==> src/rtl/sa_sequencer.sv <==
// Control sequencer for the 4x4 systolic-array matmul datapath: walks the
// instruction memory and runs one clear/stream/write job per nonzero K entry.
module sa_sequencer #(
    parameter int N_INSTR = 8,
    parameter int IA_W    = 3,
    parameter int K_W     = 5,
    parameter int COL_W   = 8
) (
    input  logic             clk,
    input  logic             rst,
    input  logic             ap_start,
    output logic             ap_done,
    output logic             busy,
    output logic             instr_rd_en,
    output logic [IA_W-1:0]  instr_addr,
    input  logic [K_W-1:0]   instr_data,
    output logic             sa_clr,
    output logic             in_rd_en,
    output logic [COL_W-1:0] in_col,
    output logic             in_pad,
    output logic             out_wr_en,
    output logic [IA_W-1:0]  out_slot,
    output logic [K_W-1:0]   cur_k
);

    // One extra bit so the offset can reach K+6 for the largest K.
    localparam int OFF_W = K_W + 1;

    typedef enum logic [2:0] {
        S_IDLE, S_FETCH, S_DECODE, S_CLEAR, S_STREAM, S_WRITE, S_DONE
    } state_t;

    state_t            state_q, state_d;
    logic [IA_W-1:0]   idx_q, idx_d;
    logic [COL_W-1:0]  col_base_q, col_base_d;
    logic [OFF_W-1:0]  off_q, off_d;
    logic [K_W-1:0]    cur_k_q, cur_k_d;
    logic [OFF_W-1:0]  k_ext;
    logic [OFF_W-1:0]  last_off;

    logic              ap_done_q, ap_done_d;
    logic              busy_q, busy_d;
    logic              instr_rd_en_q, instr_rd_en_d;
    logic [IA_W-1:0]   instr_addr_q, instr_addr_d;
    logic              sa_clr_q, sa_clr_d;
    logic              in_rd_en_q, in_rd_en_d;
    logic [COL_W-1:0]  in_col_q, in_col_d;
    logic              in_pad_q, in_pad_d;
    logic              out_wr_en_q, out_wr_en_d;
    logic [IA_W-1:0]   out_slot_q, out_slot_d;

    assign k_ext    = {1'b0, cur_k_q};
    assign last_off = k_ext + OFF_W'(6);

    always_ff @(posedge clk) begin
        if (rst) begin
            state_q       <= S_IDLE;
            idx_q         <= '0;
            col_base_q    <= '0;
            off_q         <= '0;
            cur_k_q       <= '0;
            ap_done_q     <= 1'b0;
            busy_q        <= 1'b0;
            instr_rd_en_q <= 1'b0;
            instr_addr_q  <= '0;
            sa_clr_q      <= 1'b0;
            in_rd_en_q    <= 1'b0;
            in_col_q      <= '0;
            in_pad_q      <= 1'b0;
            out_wr_en_q   <= 1'b0;
            out_slot_q    <= '0;
        end else begin
            state_q       <= state_d;
            idx_q         <= idx_d;
            col_base_q    <= col_base_d;
            off_q         <= off_d;
            cur_k_q       <= cur_k_d;
            ap_done_q     <= ap_done_d;
            busy_q        <= busy_d;
            instr_rd_en_q <= instr_rd_en_d;
            instr_addr_q  <= instr_addr_d;
            sa_clr_q      <= sa_clr_d;
            in_rd_en_q    <= in_rd_en_d;
            in_col_q      <= in_col_d;
            in_pad_q      <= in_pad_d;
            out_wr_en_q   <= out_wr_en_d;
            out_slot_q    <= out_slot_d;
        end
    end

    always_comb begin
        state_d    = state_q;
        idx_d      = idx_q;
        col_base_d = col_base_q;
        off_d      = off_q;
        cur_k_d    = cur_k_q;
        case (state_q)
            S_IDLE, S_DONE: begin
                if (ap_start) begin
                    state_d    = S_FETCH;
                    idx_d      = '0;
                    col_base_d = '0;
                end
            end
            S_FETCH:  state_d = S_DECODE;
            S_DECODE: begin
                cur_k_d = instr_data;
                state_d = (instr_data == '0) ? S_DONE : S_CLEAR;
            end
            S_CLEAR: begin
                off_d   = '0;
                state_d = S_STREAM;
            end
            S_STREAM: begin
                if (off_q == last_off) state_d = S_WRITE;
                else                   off_d   = off_q + 1'b1;
            end
            S_WRITE: begin
                col_base_d = col_base_q + COL_W'(cur_k_q);
                if (32'(idx_q) + 1 == N_INSTR) begin
                    state_d = S_DONE;
                end else begin
                    idx_d   = idx_q + 1'b1;
                    state_d = S_FETCH;
                end
            end
            default: state_d = S_IDLE;
        endcase
    end

    // Outputs are decoded from the next state so every port comes from a flop
    // that is aligned with the state it describes.
    always_comb begin
        ap_done_d     = (state_d == S_DONE);
        busy_d        = (state_d != S_IDLE) && (state_d != S_DONE);
        instr_rd_en_d = (state_d == S_FETCH);
        instr_addr_d  = (state_d == S_FETCH) ? idx_d : '0;
        sa_clr_d      = (state_d == S_CLEAR);
        in_rd_en_d    = (state_d == S_STREAM);
        in_pad_d      = 1'b0;
        in_col_d      = '0;
        if (state_d == S_STREAM) begin
            if (off_d < k_ext) begin
                in_col_d = col_base_q + COL_W'(off_d);
            end else begin
                in_col_d = in_col_q;
                in_pad_d = 1'b1;
            end
        end
        out_wr_en_d   = (state_d == S_WRITE);
        out_slot_d    = (state_d == S_WRITE) ? idx_d : '0;
    end

    assign ap_done     = ap_done_q;
    assign busy        = busy_q;
    assign instr_rd_en = instr_rd_en_q;
    assign instr_addr  = instr_addr_q;
    assign sa_clr      = sa_clr_q;
    assign in_rd_en    = in_rd_en_q;
    assign in_col      = in_col_q;
    assign in_pad      = in_pad_q;
    assign out_wr_en   = out_wr_en_q;
    assign out_slot    = out_slot_q;
    assign cur_k       = cur_k_q;

endmodule
==> config.mk <==
export PLATFORM = sky130hd
export DESIGN_NAME = sa_sequencer
export DESIGN_NICKNAME = d
export VERILOG_FILES = /design/src/rtl/sa_sequencer.sv
export SDC_FILE = /design/constraint.sdc
export NUM_CORES = 1
export LEC_CHECK = 0
export CORE_MARGIN = 5
export CORE_UTILIZATION = 57
export DETAILED_ROUTE_END_ITERATION = 8
export DONT_BUFFER_PORTS = 1
export PLACE_DENSITY = 0.79
export SKIP_CTS_REPAIR_TIMING = 1
export SYNTH_ARGS = -nofsm -noshare
export SYNTH_HDL_FRONTEND = slang
export SYNTH_SLANG_ARGS = --single-unit
export TNS_END_PERCENT = 30
==> constraint.sdc <==
create_clock -name clk -period 4.1 [get_ports clk]
set_clock_uncertainty 0.05 [all_clocks]
set_input_delay 0.82 -clock clk [delete_from_list [all_inputs] [get_ports clk]]
set_output_delay 0.82 -clock clk [all_outputs]
set_load 0.05 [all_outputs]
==> flow_summary.rst, run 1 <==
.. list-table::
   :header-rows: 1

   * - Metric
     - Value
   * - Antenna violation net count after detailed routing
     - 0
   * - Mean number of vias per cell
     - a little over 6
   * - Overall global routing resource usage
     - roughly a fifth
   * - Slack of the worst reg-to-reg path
     - 160 ps
   * - Delay contributed by the slowest stage of the critical path
     - just under 400 ps
   * - Most used flip-flop cell after synthesis
     - sky130_fd_sc_hd__dfxtp_1
   * - CTS Buf Count
     - 5
   * - Final Max Tran Viols
     - 0
   * - Status
     - finished, final reports clean
   * - Total grt overflow
     - 0
   * - Count of state elements after synthesis
     - between 40 and 50
   * - Maximum resistive drop on vdd
     - between 200 and 300 uV
   * - Max Buffers Root-to-Sink
     - 2
   * - # H-tree levels
     - 2
   * - Cell type of the slowest stage on the worst timing path
     - sky130_fd_sc_hd__or3_1
   * - Part of the Yosys area used for sequential elements
     - about a third
   * - RD Place Congestion
     - between 0.8 and 0.9
   * - Leakage power
     - approximately 1.2 nW
   * - Total Neg Setup Slack
     - 0 ps
   * - Crit path cell chain
     - inv_1 > ha_2 > or3_1 > a221o_1 > a211oi_4 > nor3b_1 > xnor2_1 > nor2_1 > ha_1 > a21o_1 > a21o_1 > a32o_1 > or3_1 > a211oi_2 > buf_4 > mux2i_1
   * - Die outline area
     - about 0.0061 sq mm
   * - CP Max Fanout
     - 5
   * - Worst Setup Start Kind
     - flop
   * - Most common cell after layout, fill and taps aside
     - sky130_fd_sc_hd__dfxtp_1
   * - Post-route worst setup slack
     - 161.6 ps
   * - Number of instances in the synthesized netlist
     - a little over 300
   * - Worst rel slew slack
     - 53.16%
   * - Setup repair after global routing missed its margin
     - no
   * - Clock slew seen by the registers of the worst setup and hold paths
     - 90 ps
   * - Pre-CTS WS
     - about 130 ps
   * - Post-Syn Nets
     - roughly 340
   * - Count of flip-flops with a built-in enable after synthesis
     - 0
   * - Via count
     - roughly 2200
   * - Proportion of netlist area held by the largest area contributor
     - between 30 and 40%
   * - Number of inserted diodes
     - 0
   * - Setup Crit Path Kind
     - flop to flop
   * - Number of ports placed on the die boundary
     - 34
   * - YS warnings
     - 0
   * - Post-synthesis area per instance
     - 8.632 sq um
   * - Worst hold slack
     - 456.6 ps
   * - Initial core utilization
     - 59.83%
   * - Final layout net count
     - 341
   * - Required time worst endpoint
     - 4290 ps
   * - Drc violations
     - 0
   * - Total power divided by cell area
     - around 350 mW/mm^2
   * - Mapped cell area
     - around 0.0027 sq mm
   * - CTS tree
     - built
   * - Worst hold path type
     - flop to flop
   * - Synth area leader
     - sky130_fd_sc_hd__dfxtp_1
   * - Area growth syn-to-layout
     - 8.518%
   * - TritonCTS Sinks
     - 46
   * - Largest cells by area after synthesis
     - sky130_fd_sc_hd__dfxtp_1 35%, sky130_fd_sc_hd__ha_1 8.5%, sky130_fd_sc_hd__nor2_1 5.5%
   * - Initial DRC Count
     - about 170
   * - Fraction of final layout cells with drive strength greater than 1
     - between 10 and 15%
   * - Post-route clock period utilization
     - 96.06%
   * - Top library cells by usage in the layout, fill and taps aside
     - 44 x sky130_fd_sc_hd__dfxtp_1, 38 x sky130_fd_sc_hd__nor2_1, 25 x sky130_fd_sc_hd__nand3_1
   * - Endpoint class of the critical path
     - flop
   * - Clock Root Buffer
     - sky130_fd_sc_hd__clkbuf_8
   * - Via count of the first global-routing pass
     - 2164
   * - Detailed Place HPWL
     - ~4.6 mm
   * - Share of synthesized flip-flops with an asynchronous set or reset
     - 0%
   * - Die Span X
     - 78.30 um
   * - Number of maximum-capacitance violations
     - 0
   * - First-pass GRT wire length
     - between 10 and 15 mm
   * - Placeable Area
     - 0.004444 sq mm
   * - Die Y
     - 78.30 um
   * - Antenna violations before repair
     - 0
   * - Distinct cell type count after synthesis
     - slightly below 50
   * - Aggregate routed wire length
     - a little over 6 mm
   * - Number of endpoints with negative hold slack in the final report
     - 0
   * - Count of final setup violators
     - 0
   * - Maximum clock frequency
     - between 200 and 300 MHz
   * - Average wire length per cell after detail routing
     - between 15 and 20 um
   * - Maximum number of pins on one net before global-route repair
     - 29
   * - Clock period minus final worst setup slack
     - 3938 ps
   * - Initial DRT Pass Iterations
     - 4
   * - Number of input and output port buffers inserted
     - 0
   * - Count of standard-cell rows
     - 24
   * - Worst endpoint data arrival time
     - a little over 4000 ps
   * - Clock latency on the worst-skew pair
     - around 300 ps
   * - Worst Tran Pin Value
     - between 600 and 700 ps
layer usage:
metal	wire length (um)	up-vias	share of wire (%)	track usage, %
met5	0	-	0	0
met2	3076	58	50	35.36
met4	76	0	1.2	7.168
li1	-	1098	-	-
met1	2666	1041	43	25.82
met3	345	10	5.6	6.293
area by class of cell:
type | count | area (sq um)
timing repair buffer | 12 | 90.09
multi-input combinational | 234 | 1647
clock buffer | 7 | 97.59
inverter | 14 | 52.55
sequential | 46 | 925.9
tap | 52 | 65.06
clock inverter | 1 | 7.507
fill | 366 | 1559
metrics by stage:
stage / cells / cell area [sq um] / power (mW) / utilization, %
floorplan: 308 / 2664 / 0.6626 / -
global placement: 357 / 2741 / 0.6976 / 61.68
detailed placement: 357 / 2741 / 0.7023 / 61.68
CTS: 365 / 2846 / 1.012 / 64.05
global route: 366 / 2885 / 1.066 / 64.92
finish: 366 / 2885 / 1.016 / 64.92
cells in the mapped netlist, types with 6 or more instances:
cell type	number
sky130_fd_sc_hd__nor3_1	6
sky130_fd_sc_hd__clkbuf_1	7
sky130_fd_sc_hd__mux2i_1	10
sky130_fd_sc_hd__xor2_1	7
sky130_fd_sc_hd__a21oi_1	23
sky130_fd_sc_hd__nand3_1	25
sky130_fd_sc_hd__inv_1	14
sky130_fd_sc_hd__o21ai_0	6
sky130_fd_sc_hd__dfxtp_1	46
sky130_fd_sc_hd__nand2_1	15
sky130_fd_sc_hd__xnor2_1	12
sky130_fd_sc_hd__ha_1	18
sky130_fd_sc_hd__nor2_1	39
sky130_fd_sc_hd__a21o_1	7
power breakdown:
group / switching (mW) / internal (mW)
combinational: 0.121 / 0.0814
sequential: 0.0389 / 0.461
clock: 0.157 / 0.157
total: 0.317 / 0.700
cells by family (layout without fill, tap and decap cells):
| kind of cell | count (synthesis) | count (layout) | synth area share, % |
|---|---|---|---|
| DFF | 46 | 46 | 34.64 |
| xor gates and xnor gates | 19 | 19 | 6.259 |
| buffers and inverters | 28 | 34 | 4.612 |
| AOI/OAI and AO/OA | 62 | 62 | 15.81 |
| adders and majority gates | 20 | 20 | 9.977 |
| muxes | 13 | 13 | 5.035 |
| and+or+nand+nor | 120 | 120 | 23.67 |
registers in the layout, summed over array words and instances (netlist names), 3 cells and up:
name,count
col_base_q,8
in_col,8
off_q,6
cur_k,5
idx_q,3
instr_addr,3
out_slot,3
state_q,3
critical path, delay by kind of cell, from the launching register on:
kind,cells,cell delay [ps]
buffers and inverters,2,240
AND/OR/NAND/NOR,4,910
AO/OA/AOI/OAI,6,1370
multiplexers,1,190
adder cells (fa/ha/maj),2,510
flip-flops,1,350
XOR/XNOR,1,240
worst paths after layout:
kind	start	to	cells past startpoint
hold reg to reg	col_base_q[4]$_SDFFE_PP0P_	col_base_q[4]$_SDFFE_PP0P_	2
setup reg to reg	cur_k[1]$_SDFFE_PP0N_	in_col[0]$_SDFFE_PP0N_	16
hold / removal	col_base_q[4]$_SDFFE_PP0P_	col_base_q[4]$_SDFFE_PP0P_	2
setup / recovery	cur_k[1]$_SDFFE_PP0N_	in_col[0]$_SDFFE_PP0N_	16
Power figures use the tool's default switching activity.
==> run 2, diff against run 1 <==
CORE_MARGIN = default   (was 5)
==> flow_summary.rst, run 2 (same netlist as run 1, synthesis figures left out) <==
.. list-table::
   :header-rows: 1

   * - Metric
     - Value
   * - Area growth syn-to-layout
     - 8.376% (was 8.518%)
   * - Slack of the worst reg-to-reg path
     - 80 ps (was 160 ps)
   * - Leakage power
     - 1.236 nW (was 1.229 nW)
   * - Maximum clock frequency
     - 248.8 MHz (was 253.9 MHz)
   * - Worst Setup Start Kind
     - flop (unchanged)
   * - Setup Crit Path Kind
     - flop to flop (unchanged)
   * - Post-route worst setup slack
     - 80.87 ps (was 161.6 ps)
   * - Total Power Consumption
     - 1.010 mW (was 1.016 mW)
   * - Worst Tran Pin Value
     - 746.1 ps (was 699.5 ps)
   * - Delay contributed by the slowest stage of the critical path
     - 430 ps (was 390 ps)
   * - Overall global routing resource usage
     - 25.44% (was 21.07%)
   * - Worst endpoint data arrival time
     - 4210 ps (was 4120 ps)
   * - Number of input and output port buffers inserted
     - 0 (unchanged)
   * - Number of maximum-capacitance violations
     - 0 (unchanged)
   * - Top library cells by usage in the layout, fill and taps aside
     - 44 x sky130_fd_sc_hd__dfxtp_1, 38 x sky130_fd_sc_hd__nor2_1, 25 x sky130_fd_sc_hd__nand3_1 (unchanged)
   * - TritonCTS Sinks
     - 46 (unchanged)
   * - Via count
     - 2207 (unchanged)
   * - Die Y
     - 70.30 um (was 78.30 um)
   * - Total grt overflow
     - 0 (unchanged)
   * - Number of ports placed on the die boundary
     - 34 (unchanged)
   * - Maximum number of pins on one net before global-route repair
     - 29 (unchanged)
   * - Drc violations
     - 0 (unchanged)
   * - Post-route clock period utilization
     - 98.03% (was 96.06%)
   * - Antenna violation net count after detailed routing
     - 0 (unchanged)
   * - Total power divided by cell area
     - 350.3 mW/mm^2 (was 352.3 mW/mm^2)
   * - CTS tree
     - built (unchanged)
   * - Final Max Tran Viols
     - 0 (unchanged)
   * - Max Buffers Root-to-Sink
     - 2 (unchanged)
   * - Worst rel slew slack
     - 50.04% (was 53.16%)
   * - Area of placed instances
     - 0.002726 sq mm (was 0.002741 sq mm)
   * - CTS Buf Count
     - 5 (unchanged)
   * - Maximum resistive drop on vdd
     - 187.9 uV (was 269.7 uV)
   * - Antenna violations before repair
     - 0 (unchanged)
   * - Worst hold path type
     - flop to flop (unchanged)
   * - Count of standard-cell rows
     - 24 (unchanged)
   * - Clock latency on the worst-skew pair
     - 310 ps (was 300 ps)
   * - Die Span X
     - 70.30 um (was 78.30 um)
   * - Average wire length per cell after detail routing
     - 16.44 um (was 16.84 um)
   * - Number of inserted diodes
     - 0 (unchanged)
   * - Initial core utilization
     - 60.23% (was 59.83%)
   * - Detailed Place HPWL
     - 4.335 mm (was 4.613 mm)
   * - Count of final setup violators
     - 0 (unchanged)
   * - Endpoint class of the critical path
     - flop (unchanged)
   * - Clock Root Buffer
     - sky130_fd_sc_hd__clkbuf_8 (unchanged)
   * - Pre-CTS WS
     - -5.164 ps (was 129.4 ps)
   * - Fraction of final layout cells with drive strength greater than 1
     - 12.66% (was 12.74%)
   * - Buffers and inverters on the worst path
     - 3 (was 2)
   * - Most common cell after layout, fill and taps aside
     - sky130_fd_sc_hd__dfxtp_1 (unchanged)
   * - Status
     - finished, final reports clean (unchanged)
   * - Placeable Area
     - 0.004414 sq mm (was 0.004444 sq mm)
   * - Final std cell area, no fill
     - 0.002882 sq mm (was 0.002885 sq mm)
   * - # H-tree levels
     - 2 (unchanged)
   * - Clock period minus final worst setup slack
     - 4019 ps (was 3938 ps)
   * - Initial DRC Count
     - 120 (was 165)
   * - Clock slew seen by the registers of the worst setup and hold paths
     - 100 ps (was 90 ps)
   * - Crit path cell chain
     - inv_1 > ha_1 > or3_1 > a221o_1 > a211oi_4 > buf_4 > nor3b_1 > xnor2_1 > nor2_2 > ha_1 > a21o_1 > a32o_1 > or3_1 > a211oi_4 > buf_4 > mux2i_1 (was inv_1 > ha_2 > or3_1 > a221o_1 > a211oi_4 > nor3b_1 > xnor2_1 > nor2_1 > ha_1 > a21o_1 > a21o_1 > a32o_1 > or3_1 > a211oi_2 > buf_4 > mux2i_1)
   * - Mean number of vias per cell
     - 5.997 (was 6.030)
   * - Number of endpoints with negative hold slack in the final report
     - 0 (unchanged)
   * - RD Place Congestion
     - 0.8402 (was 0.8952)
   * - Total Neg Setup Slack
     - 0 ps (unchanged)
   * - Cell type of the slowest stage on the worst timing path
     - sky130_fd_sc_hd__or3_1 (unchanged)
   * - Aggregate routed wire length
     - 6.050 mm (was 6.165 mm)
   * - Final layout net count
     - 343 (was 341)
   * - CP Max Fanout
     - 5 (unchanged)
   * - Utilization of the core after routing
     - 65.28% (was 64.92%)
   * - Die outline area
     - 0.004941 sq mm (was 0.006130 sq mm)
   * - First-pass GRT wire length
     - 9.811 mm (was 10.41 mm)
   * - Via count of the first global-routing pass
     - 2115 (was 2164)
   * - Kind of cell adding the most delay to the critical path
     - compound AO/OA/AOI/OAI gates (unchanged)
   * - Initial DRT Pass Iterations
     - 4 (unchanged)
   * - Required time worst endpoint
     - 4300 ps (was 4290 ps)
==> run 2: per-stage QoR <==
step | hold WS, ps | cells
4_1_cts | 445.1 | 363
5_1_grt | 472.0 | 368
3_3_place_gp | 428.6 | 355
2_1_floorplan | 414.4 | 308
3_5_place_dp | 431.8 | 355
6_report | 442.5 | 368
==> run 2: worst min-delay path, stage by stage, from the launching register on <==
cell	delay, ps
sky130_fd_sc_hd__dfxtp_1	340
sky130_fd_sc_hd__nand3_1	70
sky130_fd_sc_hd__a21oi_1	50
==> run 2: path summary, 6_finish.rpt <==
path | end | cells after the start | startpoint
worst max-delay path | in_col[7]$_SDFFE_PP0N_ | 16 | cur_k[1]$_SDFFE_PP0N_
worst min-delay path | col_base_q[3]$_SDFFE_PP0P_ | 2 | col_base_q[3]$_SDFFE_PP0P_
worst max register to register | in_col[7]$_SDFFE_PP0N_ | 16 | cur_k[1]$_SDFFE_PP0N_
worst min register to register | col_base_q[3]$_SDFFE_PP0P_ | 2 | col_base_q[3]$_SDFFE_PP0P_
==> run 2: per-layer routing <==
metal | wire (um) | up-vias | GRT usage (%) | part of all wire [%]
li1 | - | 1101 | - | -
met1 | 2687 | 1044 | 31.32 | 44
met2 | 2927 | 50 | 41.59 | 48
met3 | 300 | 12 | 6.782 | 5.0
met4 | 134 | 0 | 10.89 | 2.2
met5 | 0 | - | 0 | 0
==> run 2: cell type report <==
type / instances / area, sq um
Tap cell: 52 / 65.06
Fill cell: 361 / 1533
Clock buffer: 5 / 68.82
Clock inverter: 3 / 22.52
Sequential cell: 46 / 925.9
Timing Repair Buffer: 14 / 105.1
Multi-Input combinational cell: 234 / 1642
Inverter: 14 / 52.55
==> run 2: power by group <==
group / switching, mW / total [mW] / leakage [nW] / internal, mW
Sequential: 0.0382 / 0.499 / 0.373 / 0.461
Combinational: 0.123 / 0.211 / 0.818 / 0.0878
Clock: 0.177 / 0.300 / 0.0451 / 0.123
Total: 0.338 / 1.01 / 1.24 / 0.671
